`config.mk`:
```
export PLATFORM = sky130hd
export DESIGN_NAME = finite_inv
export DESIGN_NICKNAME = d
export VERILOG_FILES = /design/src/rtl/finite_inv.sv
export SDC_FILE = /design/constraint.sdc
export NUM_CORES = 1
export LEC_CHECK = 0
export CAP_MARGIN = 20
export CORE_MARGIN = 1.5
export CORE_UTILIZATION = 50
export DETAILED_ROUTE_END_ITERATION = 8
export PLACE_DENSITY = 0.82
export REMOVE_ABC_BUFFERS = 1
export SKIP_LAST_GASP = 1
export SLEW_MARGIN = 30
export SYNTH_ARGS = -nofsm -noshare
export SYNTH_HDL_FRONTEND = slang
export SYNTH_SLANG_ARGS = --single-unit
```
`constraint.sdc`:
```
create_clock -name clk -period 2.3 [get_ports clk]
set_clock_uncertainty 0.15 [all_clocks]
set_input_delay 0.46 -clock clk [delete_from_list [all_inputs] [get_ports clk]]
set_output_delay 0.46 -clock clk [all_outputs]
set_load 0.05 [all_outputs]
```
`src/rtl/finite_inv.sv`:
```
// finite_inv: inverse of the mod-MODULUS incrementer with an optional stream checker.
// Define FINITE_INV_CHECK_EN to build the sequence checker and wrap counter.
module finite_inv #(
  parameter int MODULUS = 100,
  parameter int W       = 7
) (
  input  logic           clk,
  input  logic           rst,
  input  logic [W:0]     __in0,
  output logic [2*W+1:0] __out0
);

  localparam logic [2*W:0] MOD_W = (2*W+1)'(MODULUS);
  localparam logic [2*W:0] ONE_W = (2*W+1)'(1);

  logic         in_valid;
  logic [W-1:0] in_value;
  logic [2*W:0] in_wide;
  logic [2*W:0] pred_sum;
  logic [W-1:0] pred_next;

  logic         out_valid;
  logic [W-1:0] pred;
  logic         seq_err;
  logic [W-1:0] wrap_cnt;

  assign in_valid  = __in0[W];
  assign in_value  = __in0[W-1:0];
  assign in_wide   = {{(W+1){1'b0}}, in_value};
  // Wide sum keeps illegal inputs (>= MODULUS) from overflowing before the reduction.
  assign pred_sum  = in_wide + MOD_W - ONE_W;
  assign pred_next = W'(pred_sum % MOD_W);

  always_ff @(posedge clk or posedge rst) begin
    if (rst) begin
      out_valid <= 1'b0;
      pred      <= '0;
    end else begin
      out_valid <= in_valid;
      if (in_valid) pred <= pred_next;
    end
  end

`ifdef FINITE_INV_CHECK_EN
  // state | meaning
  // IDLE  | no previous sample held since reset
  // TRACK | prev holds the last valid sample
  localparam logic [0:0] IDLE  = 1'b0;
  localparam logic [0:0] TRACK = 1'b1;

  logic [0:0]   tag;
  logic [W-1:0] prev;
  logic [2*W:0] expected;
  logic         illegal;
  logic         mismatch;
  logic         wrap_hit;

  assign expected = ({{(W+1){1'b0}}, prev} + ONE_W) % MOD_W;
  assign illegal  = (in_wide >= MOD_W);
  assign mismatch = (in_wide != expected);
  assign wrap_hit = (prev == W'(MODULUS - 1)) && (in_value == '0);

  always_ff @(posedge clk or posedge rst) begin
    if (rst) begin
      tag      <= IDLE;
      prev     <= '0;
      seq_err  <= 1'b0;
      wrap_cnt <= '0;
    end else if (in_valid) begin
      prev <= in_value;
      if (tag == IDLE) begin
        tag <= TRACK;
        if (illegal) seq_err <= 1'b1;
      end else begin
        if (mismatch || illegal) seq_err <= 1'b1;
        if (wrap_hit) wrap_cnt <= wrap_cnt + 1'b1;
      end
    end
  end
`else
  assign seq_err  = 1'b0;
  assign wrap_cnt = '0;
`endif

  assign __out0 = {out_valid, seq_err, wrap_cnt, pred};

endmodule

```
==> impl_results.md, run 1 <==
* CTS tree: built
* Required time worst endpoint at around 2300 ps
* Worst r2r src: pred[4]
* # Max-Cap Violations at 0
* Peak supply drop at between 0.4 and 0.5 mV
* Maximum single-stage delay on the critical path at between 300 and 400 ps
* Clock-pin slew on the worst setup and hold paths at 60 ps
* DP Worst Slack at -953 ps
* Total Wirelength at roughly 5 mm
* Post-route ant nets at 0
* Syn Area/Cell at 7.97 um2
* Die Ht at 47.6 um
* Switching Fraction at about 46%
* CP Data Arrival Time at ~2500 ps
* Netlist cell types at 49
* GP Congestion at 0.903
* Most frequent cells in the layout: buf_4, clkdlybuf4s50_1, nor2_1
* Fin util at 94.7%
* Largest fanout on the critical path at 5
* Boundary Pins at 26
* Post-synthesis cell area at between 900 and 1000 um2
* Final Cycle Share at 109%
* Top_reg_cell synth: dfrtp_1
* #FFs+latches synth at 8
* CP endpoint kind: register
* Post-synth top area cell: dfrtp_1
* Clock Latency Late Sink at around 270 ps
* EDFF count, synth at 0
* Avg Vias per Cell at roughly 6.8
* Reg2Reg Depth at 2
* Post-Syn Instances at 125
* Leakage at 0.731 nW
* Initial antenna violation count at 1
* Buf+Inv Stages, Crit Path at 2
* Routed len/inst at roughly 23 um
* Vias in the first global route at 1181
* Finished Layout Cells at about 210
* Failing checks: setup timing
* Crit-path slowest cell: a311o_1
* Area Overhead vs Synth at 71.2%
* Die X at 47.6 um
* Post-Place Cells at 200
* Critical Path Source Type: input pin
* Gate power share at roughly 64%
* Row count at 15
* Clk pwr share at approximately 14%
* Root Buffer: clkbuf_4
* Crit path time final at around 2500 ps
* GRT Util Overall at 40.0%
* Share of the yosys chip area belonging to registers at 20.1%
* End of the worst register-to-register path: pred[4]
* Inserted Clock Buffers at 3
* H-tree lvl count at 1
* Critical path, cell by cell: buf_6 > inv_4 > ha_4 > and3b_2 > xnor2_4 > ha_4 > nand2_1 > a31oi_1 > o221a_1 > o21ai_2 > a311o_1
* Clock tree buffer depth at 2
* Initial DRC count at about 130
* Die area at approximately 2300 um2
* Hold WS at approximately 310 ps
* Hold Path Class: in2async
* Largest net degree at the start of global routing at 12
* Yosys warning total at 0
* Via count at roughly 1400
* FFs w/ async S/R, synth at 100%
* 1st-pass router iterations at 5
* Worst slew pin tran at ~500 ps
* Starting density of the core at between 50% and 60%
* Final setup fails at 5
* Total grt overflow at 0
* Synth area leaders: dfrtp_1, buf_4, nor2_1
* Core ar. at 1800 um2
* Final Total Pwr at 820 uW
* Clock Sink Count at 8
* Setup ws final at -215 ps
* Share of layout cells above drive strength 1 at between 40% and 50%
* Slew Limit Headroom at roughly two thirds
* Worst reg2reg setup slack at 1230 ps
* Final Hold Fails at 0
* P_int at roughly 440 uW
* P_sw at 380 uW
* Status: finished, violations left
* Flop pwr share at 21.6%
* Hold buffer count at cts at 0
* RSZ-0062 raised after global routing: true
* Most used cell along the critical path: ha_4
* Worst setup path class: in2reg
* Layout Nets at 200
* Yosys top cell area share at between 20% and 30%
* Power Density at between 400 and 500 nW/um2
* Max Slew Vio Count at 0
* First-pass GRT wire length at between 6 and 7 mm
* Post-DP HPWL at ~2.4 mm
* I/O Buffers at 17
* CP delay by family, top: compound AO/OA/AOI/OAI gates
* Drt drc at 0
* Max frequency at around 400 MHz
* Most common cell after layout, fill and taps aside: buf_4
## flip-flops by register name, summed over array words and instances (netlist names)
name	count
pred	7
out_valid	1
## worst reg2reg max path: stages (launching register included)
cell and delay (ps):
dfrtp_1 380, nor2b_1 140, a311o_1 290
## power by group through the flow
stage | logic (mW) | clock network [mW] | registers, mW
final | 0.526 | 0.117 | 0.177
after global routing | 0.542 | 0.125 | 0.177
after CTS | 0.447 | 0.111 | 0.173
after detailed placement | 0.405 | 0 | 0.175
after global placement | 0.395 | 0 | 0.174
after floorplan | 0.151 | 0 | 0.252
## cell usage after synthesis, types with 3 or more instances
library cell   n
nor2_1        12
buf_4         11
dfrtp_1        8
a21oi_1        7
nand2_1        7
inv_1          6
nand2b_1       5
xnor2_1        5
a31oi_1        4
o21ai_0        4
clkbuf_1       3
ha_1           3
nor3_1         3
o211ai_1       3
o21a_1         3
o22ai_1        3
## per-stage QoR
step | setup TNS, ps | cell area [um2]
final | -902 | 1710
after global placement | -3590 | 1430
after floorplan | -1550 | 907
after detailed placement | -4100 | 1430
after global routing | -1080 | 1710
after CTS | -272 | 1590
## layer usage
layer  GRT usage [%]  part of all wire, %  vias to the layer above
li1                -                    -                      568
met1            48.0                   34                      654
met2            62.4                   45                      171
met3            11.7                   13                       47
met4            25.4                  7.7                        0
met5               0                    0                        -
## cell families after synthesis
kind of cell               synth area share, %
adders and majority gates                 3.77
buffers and inverters                     13.8
xor gates and xnor gates                  4.40
and+or+nand+nor                           21.9
muxes                                     2.01
AOI/OAI and AO/OA                         33.7
DFF                                       20.1
other                                    0.377
## what timing repair did
action,CTS,global route
resized for setup,34,21
setup endpoints to repair,5,5
pin swaps,17,16
setup buffers,6,2
## how the worst max path moves through the flow
stage / to / slack [ps] / cells past startpoint / start
after floorplan: pred[4] / -450 / 11 / __in0[0]
after global placement: pred[3] / -840 / 11 / __in0[0]
after detailed placement: pred[4] / -950 / 12 / __in0[0]
after CTS: pred[3] / -100 / 12 / __in0[1]
after global routing: pred[3] / -260 / 12 / __in0[0]
final: pred[4] / -220 / 11 / __in0[0]
## layout make-up
| cell class | count | area (um2) |
|---|---|---|
| fillers | 53 | 96.3 |
| inverters | 6 | 27.5 |
| multi-input cells | 101 | 870 |
| flip-flops and latches | 8 | 200 |
| clock buffers | 3 | 22.5 |
| diodes | 1 | 2.50 |
| well taps | 25 | 31.3 |
| repair buffers | 67 | 552 |
Note: power is estimated with default switching activity, not from simulation.
==> run 2: changes to the inputs <==
- CELL_PAD_IN_SITES_DETAIL_PLACEMENT: default -> 1
- CELL_PAD_IN_SITES_GLOBAL_PLACEMENT: default -> 2
- CORE_UTILIZATION: 50 -> 29
- PLACE_DENSITY: 0.82 -> default
- PLACE_DENSITY_LB_ADDON: default -> 0.1
==> run 2 against run 1 <==
  * The flow still finishes with violations (setup timing)
  * First-iteration DRC count decreased by 73%
  * Routed wire length is 28% lower
  * Die area increased by 67%
  * Worst setup slack better by 110 ps
  * Design area decreased by 4.0%
  * Combinational power is 9.7% lower
  * Register-to-register slack improved by 20 ps
  * Critical path depth up 2
  * Critical path type unchanged
  * Largest cell class unchanged
  * Highest routed layer unchanged
==> impl_results.md, run 2 (synthesis results as in run 1) <==
* Largest regs: pred (7), out_valid (1)
* Total Wirelength at 3.55 mm
* Hold Path Class: in2async
* Clock Sink Count at 8
* Setup TNS at -375 ps
* Drt drc at 0
* Final Hold Fails at 0
* Power Density at between 400 and 500 nW/um2
* CTS tree: built
* Antenna diodes at 0
* Critical path, cell by cell: buf_8 > inv_4 > ha_4 > and3b_2 > xnor2_4 > buf_6 > ha_4 > nand2b_4 > buf_6 > o221a_4 > o211ai_1 > xnor2_1 > a21oi_1
* CP Data Arrival Time at 2370 ps
* Crit-path slowest cell: o221a_4
* Busiest grt layer: met2
* Post-route ant nets at 0
* Boundary Pins at 26
* Hold buffer count at cts at 0
* GP Congestion at ~0.8
* Hold WS at roughly 310 ps
* Required time worst endpoint at roughly 2300 ps
* H-tree lvl count at 1
* Starting density of the core at around 30%
* Setup ws final at -102 ps
* Initial DRC count at 36
* Die Ht at 61.6 um
* I/O Buffers at 17
* Slew Limit Headroom at about two thirds
* Avg Vias per Cell at roughly 5
* Critical Path Source Type: input pin
* Share of layout cells above drive strength 1 at between 40% and 50%
* Largest net degree at the start of global routing at 11
* CP endpoint kind: register
* Final setup fails at 4
* Leakage at ~0.70 nW
* Routed len/inst at around 15 um
* Clock-pin slew on the worst setup and hold paths at approximately 50 ps
* Post-DP HPWL at 2.61 mm
* Peak supply drop at ~0.1 mV
* Die X at 61.6 um
* Core ar. at between 3000 and 4000 um2
* Maximum single-stage delay on the critical path at approximately 270 ps
* Post-route cell area at about 1600 um2
* Most frequent cells in the layout: buf_4, clkdlybuf4s50_1, nor2_1
* Status: finished, violations left
* Row count at 21
* Post-Place Cells at around 220
* Layout Nets at roughly 200
* Via count at about 1200
* Final Cycle Share at 104%
* Initial antenna violation count at 0
* Most common cell after layout, fill and taps aside: buf_4
* Largest fanout on the critical path at 2
* M2 GR Usage at between 30% and 40%
* Finished Layout Cells at ~230
* GRT Util Overall at a little under a fifth
* Fillers at around 420
* Clock Latency Late Sink at 240 ps
* Buf+Inv Stages, Crit Path at 4
* Top reg by flops: pred
* First-pass GRT wire length at 5.08 mm
* RSZ-0062 raised after global routing: true
* CP delay by family, top: compound AO/OA/AOI/OAI gates
* Vias in the first global route at ~1100
* Total grt overflow at 0
* Area Overhead vs Synth at 64.4%
* Max reg flops at 7
* Failing checks: setup timing
* Root Buffer: clkbuf_4
* Worst slew pin tran at slightly above 500 ps
* Fin util at between 40% and 50%
* Crit path time final at between 2000 and 2500 ps
* Inserted Clock Buffers at 3
* Met3 usage at less than 1%
* Die area at about 3800 um2
* Placed inst area at 1440 um2
* Worst setup path class: in2reg
* Clock tree buffer depth at 2
* # Max-Cap Violations at 0
* Max frequency at 416 MHz
* GRT met1 Usage at between 20 and 25%
* 1st-pass router iterations at 4
* Max Slew Vio Count at 0
run 2: cell types whose count changed in the layout (fill, tap and decap cells not counted), sizes merged:
cell	delta
buf	-1
clkbuf	+1
clkdlybuf4s15	-1
diode	-1
dlygate4sd2	-1
run 2: area by class of cell:
| cell class | instances | area (um2) | share of cell area, % |
|---|---|---|---|
| clock buffer | 3 | 22.5 | 1.38 |
| inverter | 6 | 27.5 | 1.68 |
| multi-input combinational | 101 | 795 | 48.5 |
| sequential | 8 | 200 | 12.2 |
| tap | 46 | 57.6 | 3.51 |
| timing repair buffer | 65 | 536 | 32.7 |
run 2: per-stage QoR:
stage / power [mW] / setup WS [ps]
2_1_floorplan: 0.403 / -452
5_1_grt: 0.795 / -189
6_report: 0.749 / -102
4_1_cts: 0.725 / -128
3_5_place_dp: 0.581 / -1010
3_3_place_gp: 0.574 / -848
run 2: worst paths after layout:
kind	from	end	slack [ps]	cells past startpoint
worst max-delay path	__in0[1]	pred[5]	-100	13
worst min-delay path	rst	pred[3]	310	2
worst max register to register	pred[4]	pred[4]	1250	2
worst min register to register	pred[5]	pred[5]	370	2
max in group asynchronous	rst	pred[1]	1460	2
min in group clk	pred[5]	pred[5]	370	2
run 2: metal layers:
metal  vias to the layer above  part of all wire, %  wire [um]
li1                        566                    -          -
met1                       558                   43       1530
met2                        22                   53       1890
met3                         4                  2.1         76
met4                         0                  1.4         49
met5                         -                    0          0
run 2: worst register-to-register path, delay by kind of cell (launching register included):
family             cells  cell delay, ps
AOI/OAI and AO/OA      1             270
DFF                    1             380
and+or+nand+nor        1             130
run 2: report_power, final:
part | switching, mW | total, mW | internal, mW
Sequential | 0.0107 | 0.173 | 0.162
Clock | 0.0422 | 0.102 | 0.0593
Combinational | 0.267 | 0.475 | 0.208
Total | 0.320 | 0.749 | 0.430
run 2: repair_timing:
action	4_1_cts	5_1_grt
pin swaps	18	12
setup buffers	4	3
resized for setup	38	11
endpoints found under the setup margin	5	5
==> edit 1: new RTL, settings of run 2 <==
Add a define of `FINITE_INV_CHECK_EN`.
--- a/src/rtl/finite_inv.sv
+++ b/src/rtl/finite_inv.sv
@@ -1,4 +1,6 @@
 // finite_inv: inverse of the mod-MODULUS incrementer with an optional stream checker.
 // Define FINITE_INV_CHECK_EN to build the sequence checker and wrap counter.
+`define FINITE_INV_CHECK_EN
+
 module finite_inv #(
   parameter int MODULUS = 100,
Formal check against the unedited RTL: not equivalent (Yosys sat finds a counterexample within 4 cycles, from zero or initial values and one cycle with rst high).
==> edit 1 against run 2 <==
- the flow still finishes with violations (negative setup slack)
- sequential cell count rose by 16
- sequential share of layout area is 3.1 points higher
- area after synthesis up 130%
- routed wire length is 140% higher
- final area rose by 140%
- setup slack got worse by 0.19 ns
- power grew 140%
- largest cell class unchanged
- largest power group unchanged
==> edit 1: results (changes against run 2) <==
synth:
  synth-compound-area-share_pct: 24.4  # -9.3 points
  synthAdderAreaFrac_pct: 5.34  # +1.6 points
  ys_seq_area_share_pct: 26.1  # +6.0 points
  muxShareOfSynthArea_pct: 5.28  # +3.3 points
  ys_types: 69  # +41%
  synth-xor-area-share_pct: 8.39  # +4.0 points
placement:
  port_buffers: 25  # +8
  gp_congestion: 0.804  # -0.52%
  detailed_place.area_um2: 3150  # +120%
setup_path:
  crit_arrival_ns: 2.58  # +0.21 ns
  crit_fanout: 7  # +5
  max_stage_delay_ns: 0.44  # +0.17 ns
  timing.rr.start: "prev[1]$_DFFE_PP0P_"
grt:
  grt_pass1_vias: 2718  # +140%
  track_usage_pct: 20.4  # +2.2 points
  grt_max_degree: 25  # +14
  grt_pass1_wl_mm: 13.8  # +170%
clock_network:
  cts_root_buf: "clkbuf_8"
  ctsResizeCount: 100  # +160%
  cts.clk_slew.worst_paths_ns: 0.09  # +0.04 ns
finish:
  largestRegisters: "pred: 7 flops, prev: 7 flops, wrap_cnt: 7 flops"
  fillers: 899  # +110%
  clk_share_pct: 1.81  # +0.44 points
  multi_input_gates: 204  # +100%
  nonClkBufAreaFrac_pct: 30.4  # -2.3 points
  drive_gt1_share_pct: 52.3  # +8.6 points
  flops_and_latches: 24  # +16
  seq_area_share_pct: 15.3  # +3.1 points
  n_all_buffers: 142  # +120%
  nets: 406  # +110%
  multi_input_area_share_pct: 47.9  # -0.61 points
power:
  p_int_mw: 1.16  # +170%
  pwr-share-clk_pct: 20.2  # +6.6 points
  powerClk_mw: 0.369  # +260%
timing:
  worst_slack_ns: -0.295  # -0.193 ns
  slew_headroom_pct: 66.6  # +0.29 points
  final-setup-viol-count: 6  # +2
drt:
  wl_per_cell_um: 17.3  # +12%
  vias: 2521  # +120%
floorplan:
  nWellTaps: 102  # +120%
run_status:
  violations: "negative setup slack"
  status: "finished with violations"
==> edit 1: changes by cell type after synthesis, sizes merged, moves of 6 or more <==
cell,before,now
nand2,7,18
clkbuf,3,15
a211oi,1,7
dfrtp,8,24
mux2,0,9
o21ai,6,12
ha,3,9
xnor2,5,13
xor2,0,9
a21oi,8,14
inv,6,12
nand3,0,9
==> edit 1: metrics by stage <==
step	TNS [ns]	setup WS, ns	hold slack, ns	std cells	util [%]
after global routing	-1.68	-0.410	0.358	488	51.2
final	-1.08	-0.295	0.330	488	51.2
after CTS	-1.18	-0.281	0.337	483	48.6
after detailed placement	-8.21	-1.13	0.314	455	41.0
after global placement	-7.63	-1.07	0.320	455	41.0
after floorplan	-2.70	-0.599	0.305	240	-
==> edit 1: how the worst max path moves through the flow <==
stage | cells after the start | end | startpoint
2_1_floorplan | 9 | seq_err$_DFFE_PP0P_ | prev[0]$_DFFE_PP0P_
4_1_cts | 9 | seq_err$_DFFE_PP0P_ | prev[1]$_DFFE_PP0P_
6_report | 9 | seq_err$_DFFE_PP0P_ | prev[1]$_DFFE_PP0P_
3_3_place_gp | 13 | pred[3]$_DFFE_PP0P_ | __in0[0]
3_5_place_dp | 13 | pred[4]$_DFFE_PP0P_ | __in0[0]
5_1_grt | 10 | seq_err$_DFFE_PP0P_ | prev[1]$_DFFE_PP0P_
==> edit 1: worst reg2reg max path: stages, from the launching register on <==
cell and delay, ns:
dfrtp_1 0.41, ha_2 0.21, buf_6 0.13, and3b_1 0.20
nand4_1 0.08, o211a_1 0.20, o21ai_2 0.09, maj3_2 0.29
mux2_2 0.26, o41a_1 0.44
==> edit 1: metal layers <==
metal  GRT usage (%)  up-vias  share of wire (%)
met1            27.7     1260                 48
met2            35.6       37                 49
met5               0        -                  0
li1                -     1216                  -
met3           0.912        8                1.3
met4            4.49        0                1.3
==> edit 2: new RTL, settings of run 2 <==
Without the edit above. Register the output `__out0`; this adds one clock of latency there.
--- a/src/rtl/finite_inv.sv
+++ b/src/rtl/finite_inv.sv
@@ -83,5 +83,7 @@
 `endif
 
-  assign __out0 = {out_valid, seq_err, wrap_cnt, pred};
+  always_ff @(posedge clk) begin
+    __out0 <= {out_valid, seq_err, wrap_cnt, pred};
+  end
 
 endmodule
Formal check against the unedited RTL: not equivalent (a bounded check fails within 4 cycles, from zero or initial values and one cycle with rst high).
==> edit 2 against run 2 <==
- the flow still finishes with violations (negative setup slack)
- sequential cell count increased by 8
- fmax decreased by 4.7%
- routed wire length decreased by 19%
- area after synthesis increased by 17%
- cell count decreased by 7.0%
- setup slack got worse by 0.12 ns
- final area increased by 8.5%
- power increased by 41%
- largest cell class unchanged
==> edit 2: results (changes against run 2) <==
placement:
  port_buffers: 17  # unchanged
  post-dp-hpwl_mm: 2.24  # -14%
  gp_congestion: 0.776  # -4.0%
setup_path:
  max_stage_delay_ns: 0.40  # +0.13 ns
  crit_arrival_ns: 2.50  # +0.13 ns
  crit_fanout: 5  # +3
  timing.rr.start: "pred[5]$_DFFE_PP0P_"
  crit_start: "__in0[1]"
  reg2reg_depth: 2  # unchanged
  crit_slowest_cell: "a311o_2"
grt:
  grt_pass1_vias: 1058  # -6.1%
  grt_pass1_wl_mm: 4.95  # -2.6%
  grt_max_degree: 10  # -1
  track_usage_pct: 14.9  # -3.3 points
synth:
  ys_seq_area_share_pct: 30.8  # +11 points
  ys_types: 53  # +8.2%
  synth_flop_cell: "dfxtp_1"
  synth-seq-cells: 16  # +8
  synthTopCellsByArea: "dfrtp_1 (17%), dfxtp_1 (14%), buf_4 (5.8%)"
  syn_area_um2: 1170  # +17%
  ys_warn_count: 0  # unchanged
  ys_async_sr_fraction_pct: 50.0  # -50 points
  synthTopCellsByCount: "buf_4 (9), nand2_1 (9), dfrtp_1 (8), dfxtp_1 (8), inv_1 (8)"
drt:
  dr.pass1.iters: 2  # -2
  wl_per_cell_um: 13.5  # -13%
  drtIter0Drc: 32  # -11%
  vias: 1001  # -13%
timing:
  final-setup-viol-count: 5  # +1
  worst_slack_ns: -0.221  # -0.119 ns
  slew_headroom_pct: 66.4  # about the same
finish:
  nets: 179  # -9.6%
  largestRegisters: "__out0: 8 flops, pred: 7 flops, out_valid: 1 flops"
  drive_gt1_share_pct: 46.1  # +2.3 points
power:
  netSwitchingPower_mw: 0.374  # +17%
  p_leak_nw: 0.763  # +8.6%
  peakVddDrop_mv: 0.156  # +56%
run_status:
  status: "finished with violations"
  violations: "negative setup slack"
hold_path:
  hold_class: "flop to flop"
  worstHoldStart: "out_valid$_DFF_PP0_"
clock_network:
  cts_root_buf: "clkbuf_8"
  cts_max_level: 1  # unchanged
[edit 2: cell count changes in the layout (fill, tap and decap cells not counted), sizes merged, moves of 4 or more]
cell / run 2 / this run
o21ai: 6 / 2
nor2: 12 / 4
nand2b: 6 / 1
a31oi: 4 / 0
dfxtp: 0 / 8
buf: 51 / 37
[edit 2: timing repair]
action                                  4_1_cts  5_1_grt
pin swaps                                    12        1
endpoints found under the setup margin        5        5
setup buffers                                 3        0
resized for setup                            49        2
[edit 2: cell type report]
type / count / area (µm²)
Multi-Input combinational cell: 86 / 825
Fill cell: 423 / 1990
Clock buffer: 4 / 55.1
Sequential cell: 16 / 360
Timing Repair Buffer: 51 / 442
Tap cell: 48 / 60.1
Inverter: 8 / 35.0
[edit 2: stage by stage]
step                      instance area, µm²  setup WS [ns]  cells  setup TNS, ns
final                                   1780         -0.221    213         -0.903
after global routing                    1780         -0.313    213          -1.41
after CTS                               1760         -0.203    213         -0.804
after detailed placement                1530          -1.23    206          -6.01
after global placement                  1530          -1.11    206          -5.45
after floorplan                         1070         -0.791    110          -3.68
[edit 2: logic make-up after synthesis]
logic type	after synthesis	share of synthesized area, %
simple gates	38	22.4
compound gates	24	18.7
buf+inv	22	13.6
flops	16	30.8
xor+xnor	8	6.00
mux	5	4.92
fa+ha+maj	3	3.21
other cells	1	0.321
[edit 2: path summary, 6_finish.rpt]
check | to | slack [ns]
setup / recovery | pred[2]$_DFFE_PP0P_ | -0.22
hold / removal | __out0[15]$_DFF_P_ | 0.20
setup reg to reg | pred[5]$_DFFE_PP0P_ | 1.34
hold reg to reg | __out0[15]$_DFF_P_ | 0.20
max in group asynchronous | pred[6]$_DFFE_PP0P_ | 1.45
min in group asynchronous | pred[1]$_DFFE_PP0P_ | 0.31
[edit 2: power by group through the flow]
stage          Clock (mW)  Combinational (mW)  Sequential [mW]
6_report            0.242               0.472            0.344
5_1_grt             0.262               0.504            0.349
4_1_cts             0.253               0.467            0.345
3_5_place_dp            0               0.417            0.350
3_3_place_gp            0               0.412            0.347
2_1_floorplan           0               0.171            0.432
[edit 2: per-layer routing]
layer  up-vias  GRT usage (%)  wire [µm]
met5         -              0          0
met4         0           8.16         46
met3         4           1.35         69
met2        22           27.1       1520
met1       481           17.0       1250
li1        494              -          -
